**src/rtl/alu_cond_if.sv**
```systemverilog
// alu_cond_if: request/response bundle between a condition requester and
// alu_cond_unit.
//   cond_valid/cond_ready : request handshake (code + tag)
//   res_valid/res_ready   : response handshake (taken, err, tag)
// Modports: master = requester/consumer side, slave = alu_cond_unit.
interface alu_cond_if #(
  parameter int TAG_W = 4
);
  logic             cond_valid;
  logic             cond_ready;
  logic [3:0]       cond_code;
  logic [TAG_W-1:0] cond_tag;
  logic             res_valid;
  logic             res_ready;
  logic             res_taken;
  logic             res_err;
  logic [TAG_W-1:0] res_tag;

  modport master (
    output cond_valid, cond_code, cond_tag, res_ready,
    input  cond_ready, res_valid, res_taken, res_err, res_tag
  );

  modport slave (
    input  cond_valid, cond_code, cond_tag, res_ready,
    output cond_ready, res_valid, res_taken, res_err, res_tag
  );
endinterface

```
**src/rtl/alu_cond_unit.sv**
```systemverilog
// alu_cond_unit: captures ALU {N,Z,C,V} flags into an architectural flag
// register and evaluates 4-bit condition codes against them, returning one
// registered response per accepted request. Saturating counters track
// accepted requests and taken results.
//
// Ports:
//   clk, reset_n          clock, async active-low reset
//   flag_valid, flag_n/z/c/v  flag update strobe and ALU flags
//   bus (alu_cond_if.slave)   condition request / response handshake
//   flags_q               architectural flags {N,Z,C,V}
//   eval_cnt, taken_cnt   saturating statistics
//
// Build option: ALU_COND_FWD_EN -- when defined, a request arriving on the
// same cycle as a flag update is evaluated against the incoming flags;
// otherwise the request is stalled for that cycle (cond_ready forced low).
//
// state | meaning
// ------+---------------------------------------------------
// EMPTY | no response held, res_valid=0
// FULL  | response held in res_* registers, res_valid=1
module alu_cond_unit #(
  parameter int TAG_W = 4,
  parameter int CNT_W = 8
) (
  input  logic             clk,
  input  logic             reset_n,
  input  logic             flag_valid,
  input  logic             flag_n,
  input  logic             flag_z,
  input  logic             flag_c,
  input  logic             flag_v,
  alu_cond_if.slave        bus,
  output logic [3:0]       flags_q,
  output logic [CNT_W-1:0] eval_cnt,
  output logic [CNT_W-1:0] taken_cnt
);

  typedef enum logic {EMPTY = 1'b0, FULL = 1'b1} state_t;

  state_t           state_q, state_d;
  logic [3:0]       flags_in;
  logic [3:0]       eval_flags;
  logic             accept;
  logic             cond_true;
  logic             cond_err;
  logic             res_taken_q;
  logic             res_err_q;
  logic [TAG_W-1:0] res_tag_q;
  logic [CNT_W-1:0] eval_cnt_q, eval_cnt_d;
  logic [CNT_W-1:0] taken_cnt_q, taken_cnt_d;

  localparam logic [CNT_W-1:0] CNT_ONE = {{(CNT_W-1){1'b0}}, 1'b1};
  localparam logic [CNT_W-1:0] CNT_MAX = {CNT_W{1'b1}};

  function automatic logic cond_eval(input logic [3:0] code, input logic [3:0] f);
    logic n, z, c, v;
    logic r;
    n = f[3];
    z = f[2];
    c = f[1];
    v = f[0];
    r = 1'b0;
    case (code)
      4'h0: r = z;
      4'h1: r = !z;
      4'h2: r = c;
      4'h3: r = !c;
      4'h4: r = n;
      4'h5: r = !n;
      4'h6: r = v;
      4'h7: r = !v;
      4'h8: r = c & !z;
      4'h9: r = !c | z;
      4'hA: r = (n == v);
      4'hB: r = (n != v);
      4'hC: r = !z & (n == v);
      4'hD: r = z | (n != v);
      4'hE: r = 1'b1;
      default: r = 1'b0;
    endcase
    return r;
  endfunction

  assign flags_in = {flag_n, flag_z, flag_c, flag_v};

`ifdef ALU_COND_FWD_EN
  // Forward the incoming flags so a same-cycle request sees the newest values.
  assign eval_flags     = flag_valid ? flags_in : flags_q;
  assign bus.cond_ready = (state_q == EMPTY) | bus.res_ready;
`else
  // Stall requests during a flag update; they are taken next cycle against
  // the freshly registered flags.
  assign eval_flags     = flags_q;
  assign bus.cond_ready = ((state_q == EMPTY) | bus.res_ready) & !flag_valid;
`endif

  assign accept    = bus.cond_valid & bus.cond_ready;
  assign cond_true = cond_eval(bus.cond_code, eval_flags);
  assign cond_err  = (bus.cond_code == 4'hF);

  always_ff @(posedge clk or negedge reset_n) begin
    if (!reset_n) begin
      state_q <= EMPTY;
    end else begin
      state_q <= state_d;
    end
  end

  always_comb begin
    state_d = state_q;
    case (state_q)
      EMPTY: if (accept) state_d = FULL;
      FULL:  if (bus.res_ready && !accept) state_d = EMPTY;
      default: state_d = EMPTY;
    endcase
  end

  always_comb begin
    eval_cnt_d  = eval_cnt_q;
    taken_cnt_d = taken_cnt_q;
    if (accept && eval_cnt_q != CNT_MAX) eval_cnt_d = eval_cnt_q + CNT_ONE;
    if (accept && cond_true && taken_cnt_q != CNT_MAX) taken_cnt_d = taken_cnt_q + CNT_ONE;
  end

  always_ff @(posedge clk or negedge reset_n) begin
    if (!reset_n) begin
      flags_q     <= 4'b0;
      res_taken_q <= 1'b0;
      res_err_q   <= 1'b0;
      res_tag_q   <= '0;
      eval_cnt_q  <= '0;
      taken_cnt_q <= '0;
    end else begin
      if (flag_valid) flags_q <= flags_in;
      if (accept) begin
        res_taken_q <= cond_true;
        res_err_q   <= cond_err;
        res_tag_q   <= bus.cond_tag;
      end
      eval_cnt_q  <= eval_cnt_d;
      taken_cnt_q <= taken_cnt_d;
    end
  end

  assign bus.res_valid = (state_q == FULL);
  assign bus.res_taken = res_taken_q;
  assign bus.res_err   = res_err_q;
  assign bus.res_tag   = res_tag_q;
  assign eval_cnt      = eval_cnt_q;
  assign taken_cnt     = taken_cnt_q;

endmodule
```
**src/flat_wrapper.sv**
```systemverilog
// flat-port wrapper written by rule: the top's interface ports become plain ports
module alu_cond_unit_flat 
#(
  parameter int TAG_W = 4,
  parameter int CNT_W = 8
)
  (clk, reset_n, flag_valid, flag_n, flag_z, flag_c, flag_v, flags_q, eval_cnt, taken_cnt, bus_cond_valid, bus_cond_code, bus_cond_tag, bus_res_ready, bus_cond_ready, bus_res_valid, bus_res_taken, bus_res_err, bus_res_tag);
  alu_cond_if #(.TAG_W(TAG_W)) bus_i ();
  input  logic clk;
  input  logic reset_n;
  input  logic flag_valid;
  input  logic flag_n;
  input  logic flag_z;
  input  logic flag_c;
  input  logic flag_v;
  output logic [3:0] flags_q;
  output logic [CNT_W-1:0] eval_cnt;
  output logic [CNT_W-1:0] taken_cnt;
  input wire logic [$bits(bus_i.cond_valid)-1:0] bus_cond_valid;
  input wire logic [$bits(bus_i.cond_code)-1:0] bus_cond_code;
  input wire logic [$bits(bus_i.cond_tag)-1:0] bus_cond_tag;
  input wire logic [$bits(bus_i.res_ready)-1:0] bus_res_ready;
  output wire logic [$bits(bus_i.cond_ready)-1:0] bus_cond_ready;
  output wire logic [$bits(bus_i.res_valid)-1:0] bus_res_valid;
  output wire logic [$bits(bus_i.res_taken)-1:0] bus_res_taken;
  output wire logic [$bits(bus_i.res_err)-1:0] bus_res_err;
  output wire logic [$bits(bus_i.res_tag)-1:0] bus_res_tag;
  assign bus_i.cond_valid = bus_cond_valid;
  assign bus_i.cond_code = bus_cond_code;
  assign bus_i.cond_tag = bus_cond_tag;
  assign bus_i.res_ready = bus_res_ready;
  assign bus_cond_ready = bus_i.cond_ready;
  assign bus_res_valid = bus_i.res_valid;
  assign bus_res_taken = bus_i.res_taken;
  assign bus_res_err = bus_i.res_err;
  assign bus_res_tag = bus_i.res_tag;
  alu_cond_unit #(.TAG_W(TAG_W), .CNT_W(CNT_W)) u_core (.clk(clk), .reset_n(reset_n), .flag_valid(flag_valid), .flag_n(flag_n), .flag_z(flag_z), .flag_c(flag_c), .flag_v(flag_v), .bus(bus_i), .flags_q(flags_q), .eval_cnt(eval_cnt), .taken_cnt(taken_cnt));
endmodule
```
**config.mk**
```make
export PLATFORM = sky130hd
export DESIGN_NAME = alu_cond_unit_flat
export DESIGN_NICKNAME = d
export VERILOG_FILES = /design/src/rtl/alu_cond_if.sv /design/src/rtl/alu_cond_unit.sv /design/src/flat_wrapper.sv
export SDC_FILE = /design/constraint.sdc
export NUM_CORES = 1
export LEC_CHECK = 0
export ABC_CLOCK_PERIOD_IN_PS = 2150
export CAP_MARGIN = 20
export CORE_MARGIN = 3
export CORE_UTILIZATION = 41
export DETAILED_ROUTE_END_ITERATION = 8
export PLACE_DENSITY = 0.77
export SLEW_MARGIN = 40
export SYNTH_ARGS = -nofsm -noshare
export SYNTH_HDL_FRONTEND = slang
export SYNTH_SLANG_ARGS = --single-unit
```
**constraint.sdc**
```tcl
create_clock -name clk -period 2.15 [get_ports clk]
set_clock_uncertainty 0.2 [all_clocks]
set_input_delay 0.645 -clock clk [delete_from_list [all_inputs] [get_ports clk]]
set_output_delay 0.645 -clock clk [all_outputs]
set_load 0.03 [all_outputs]
```
Word level (Yosys, flattened, before mapping)
Cells that the tools add are included.

Bits in registers: 27. Input bits: 17.

Reduce and logical (&&, ||, !) cells: 11. Add/subtract/negate cells: 2. Eq/ne operators: 19. Bitwise operators: 8. Mux-type cells: 4.

Operators with widths (count): 4-bit equality test, second input constant (8); 8-bit by 1-bit adder with 8-bit output, second input constant (2); 4-bit by 3-bit equality test with 1-bit output, second input constant (4); 8-bit != test, second input constant (2); 1-bit case mux with 15 select lines (1); 4-bit by 2-bit equality test with 1-bit output, second input constant (2); 1-bit zero test (6); 1-bit bitwise AND (4); 4-bit by 1-bit equality test with 1-bit output, second input constant (1); 1-bit logical AND (4); 4-bit zero test (1); 1-bit OR (3); 1-bit two-way mux (2); 1-bit case mux with 2 select lines (1); 1-bit equality test (1); 1-bit != test (1); 1-bit inverter (1).

Logic depth before layout (Yosys ltp)
Depth in word-level cells: 8. Mapped depth: 7.

Worst setup path after synthesis
Ideal clock, no wire load.

Path kind: in2reg. Start point: input bus_cond_code[3]. End point: register u_core.taken_cnt_q[1] (netlist: u_core.taken_cnt[1]). Path buffers: 1. Arrival time: 2.403 ns. Stages: 7. Path slack: -0.581 ns. Cell sequence: buf_6 and2_4 or4b_4 a311oi_2 a2111oi_4 a21oi_1 mux2_1.

Word-level cells in the longest chain between the ends: 4. Elaborated cells on any way between the ends: 18.

RTL lines: from (decl) (line flat_wrapper.sv:20) `input wire logic [$bits(bus_i.cond_code)-1:0] bus_cond_code;`; 4-bit equality test, or another cell as far along (line alu_cond_unit.sv:63) `case (code)`; 1-bit case mux with 15 select lines * (line alu_cond_unit.sv:63); 1-bit logical AND * (2 in a row) (line alu_cond_unit.sv:122) `if (accept && cond_true && taken_cnt_q != CNT_MAX) taken_cnt_d = taken_cnt_q + CNT_ONE;`; to (signal assigned) (line alu_cond_unit.sv:141) `taken_cnt_q <= taken_cnt_d;`; to (decl) (line alu_cond_unit.sv:50) `logic [CNT_W-1:0] taken_cnt_q, taken_cnt_d;`.

Mark *: on every way between the ends. The rest lies on a longest branch, timed or not. A chain may end at the register's enable or synchronous reset.

Worst setup path in the final report
Ends and elaborated chain as after synthesis.

==> results.toml <==
[place]
place_congestion = 0.890
placed_cell_area_sq_um = 2030
port_buffers = 44
dp_cells = 229
dp_hpwl_mm = 2.53

[timing]
slew_viol_final = 0
fin_crit_ps = 2340
timing_hold_violations_final = 0
setup_viol = 7
rsz0062_at_grt = "yes"
worst_hold_slack_ps = 294
min_period_over_period = 1.09
setup_tns_ps = -714
fin_ws_ps = -189
slew_headroom = 0.708
max_freq_ghz = 0.427
worst_pin_slew_ps = 436

[logic_synthesis]
yosys-top-cells-area = "dfrtp_1, mux2_2, xor2_1, xnor2_1, nand2_1"
synth_edf_count = 0
yosysTopAreaCell = "dfrtp_1"
syn_area_per_cell_sq_um = 11.3
synth-seq-cells = 27
ys_dominant_reg_cell = "dfrtp_1"
synthTopCellsByCount = "dfrtp_1, mux2_2, nand2_1"
syn-cell-area_sq_um = 1420
postSynth.asyncResetShare = 1.00
yosysTopAreaCellShare = 0.476
ys_types = 33
syn_inst = 126
yosysSeqAreaShare = 0.476
synth.most_common_cell = "dfrtp_1"
syn-num-nets = 145
ys_warn_count = 0

[power_and_ir_drop]
p_int_uw = 1020
swShare = 0.418
cellPowerDensity_nw_per_um2 = 794
power.switching_uw = 731
combinationalPowerShare = 0.439
p_leak_uw = 0.00105
vdd_drop_max_v = 0.000597
p_seq_frac = 0.430
p_total_uw = 1750
clockPowerShare = 0.131

[grt]
grt_overflow = 0
grt_first_pass_wirelength_mm = 5.99
grt_usage = 0.181
antenna_found_initial = 0
grtUsageMet3 = 0.0433
use_met1 = 0.241
gr-max-usage-layer = "met2"
grt_start_max_net_pins = 28
met2_usage = 0.295
grt_pass1_vias = 1261

[routing]
via_count = 1251
wire_per_inst_um = 15.3
drt_iter0_markers = 95
routed_wirelength_mm = 3.65
drtAntennaViolNets = 0
drc = 0
dr.pass1.iters = 4
vias_per_cell = 5.23

[worst_setup_path]
max_stage_delay_ps = 490
worstPathRequired_ps = 2190
worstPathCellList = "buf_8 -> and2_4 -> or4b_4 -> a311oi_4 -> a2111oi_4 -> buf_4 -> a21oi_4 -> mux2_4"
end_kind = "flip-flop"
crit_fanout = 4
path_buf_inv = 2
arrival_ps = 2380
cp_slowest_cell = "or4b_4"
crit_type = "in2reg"
worstSetupStartpointType = "input port"
crit_family = "simple AND/OR/NAND/NOR gates"

[die]
start_util = 0.447
rows = 20
die_w_um = 64.9
dieArea_sq_um = 4210
io_pins = 45
die_y_um = 64.9
fp.coreArea_sq_um = 3180

[run]
max_cap_viol_count = 0

[status]
violations = "negative setup slack"
status = "complete, but fails checks"

[clock_tree]
cts_sinks = 27
cts_max_path_buffers = 2
htree_levels = 1
clockRootBuffer = "clkbuf_4"
cts_tree = "yes"
clock_latency_ps = 330
cts_hold_buf = 0
cts_buffers = 3
path_clk_slew_ps = 150

[hold_path]
hp-class = "reg2reg"

[finish]
final_cell_count_no_fill = 239
drive_gt1_frac = 0.354
postLayoutCellArea_sq_um = 2200
finish.net_count = 215
num_antenna_cells = 0
area_delta_synth_final_pct = 55.2
## worst paths after layout
check	endpoint	from	depth (start not counted)	slack, ps
hold reg to reg	u_core.taken_cnt[5]	u_core.taken_cnt[5]	1	290
min in group asynchronous	u_core.taken_cnt[4]	reset_n	2	460
max in group asynchronous	u_core.flags_q[2]	reset_n	2	1020
hold / removal	u_core.taken_cnt[5]	u_core.taken_cnt[5]	1	290
setup reg to reg	u_core.taken_cnt[1]	u_core.flags_q[2]	6	-150
setup / recovery	u_core.taken_cnt[1]	bus_cond_code[3]	8	-190
## sequential cells by signal, summed over array words and instances (netlist names)
signal and count:
u_core.taken_cnt 8, u_core.bus.res_taken 1, u_core.bus.res_tag 4, u_core.eval_cnt 8, u_core.flags_q 4, u_core.bus.res_valid 1, u_core.bus.res_err 1
## power by group through the flow
stage / clock, uW / combinational [uW] / sequential [uW]
global placement: 0 / 776 / 754
CTS: 227 / 754 / 750
floorplan: 0 / 212 / 967
detailed placement: 0 / 791 / 760
global route: 254 / 823 / 772
finish: 228 / 768 / 753
## metal layers
layer	routed length, um	vias up
li1	-	592
met1	1590	624
met2	1860	28
met3	159	7
met4	46	0
met5	0	-
## kinds of logic (layout without fill, tap and decap cells)
| logic type | count (synthesis) | count (layout) | synth area share |
|---|---|---|---|
| mux | 13 | 13 | 0.101 |
| buf+inv | 6 | 75 | 0.0264 |
| compound gates | 21 | 21 | 0.113 |
| xor+xnor | 15 | 15 | 0.0925 |
| simple gates | 42 | 42 | 0.174 |
| fa+ha+maj | 2 | 2 | 0.0176 |
| flops | 27 | 27 | 0.476 |
## final cells by class
class / instances / area, sq um
flip-flops and latches: 27 / 678
multi-input cells: 93 / 838
fillers: 260 / 973
well taps: 44 / 55.1
clock buffers: 4 / 26.3
inverters: 2 / 7.51
repair buffers: 69 / 599
## repair_timing
action / 4_1_cts / 5_1_grt
setup endpoints to repair: 41 / 13
buffers inserted: 3 / 3
resized for setup: 68 / 15
pin swaps: 13 / 7
## cells in the final DEF (no fill, tap or decap), types with 2 or more instances in the layout
cell type,n
dlygate4sd2_1,26
dfrtp_1,25
buf_4,23
nand2_1,10
clkdlybuf4s50_1,10
xor2_1,9
mux2_2,9
nand3_1,7
xnor2_1,5
a21oi_1,4
and3_1,4
a211oi_2,4
buf_6,4
nand3b_1,3
nor2_1,3
o21ai_0,3
clkbuf_4,3
nand2b_1,2
inv_1,2
nand4_1,2
a21oi_2,2
mux2_4,2
ha_1,2
buf_2,2
dfrtp_2,2
## worst reg2reg max path, cell delays in order, from the launching register on
cell	delay, ps
dfrtp_2	480
or4b_4	540
a311oi_4	260
a2111oi_4	80
buf_4	180
a21oi_4	160
mux2_4	310
## per-stage QoR
| stage | setup WS, ps | util |
|---|---|---|
| final | -189 | 0.694 |
| after global routing | -192 | 0.694 |
| after CTS | -262 | 0.673 |
| after detailed placement | -1000 | 0.639 |
| after global placement | -914 | 0.639 |
| after floorplan | -428 | - |
(Power assumes the default switching activity.)
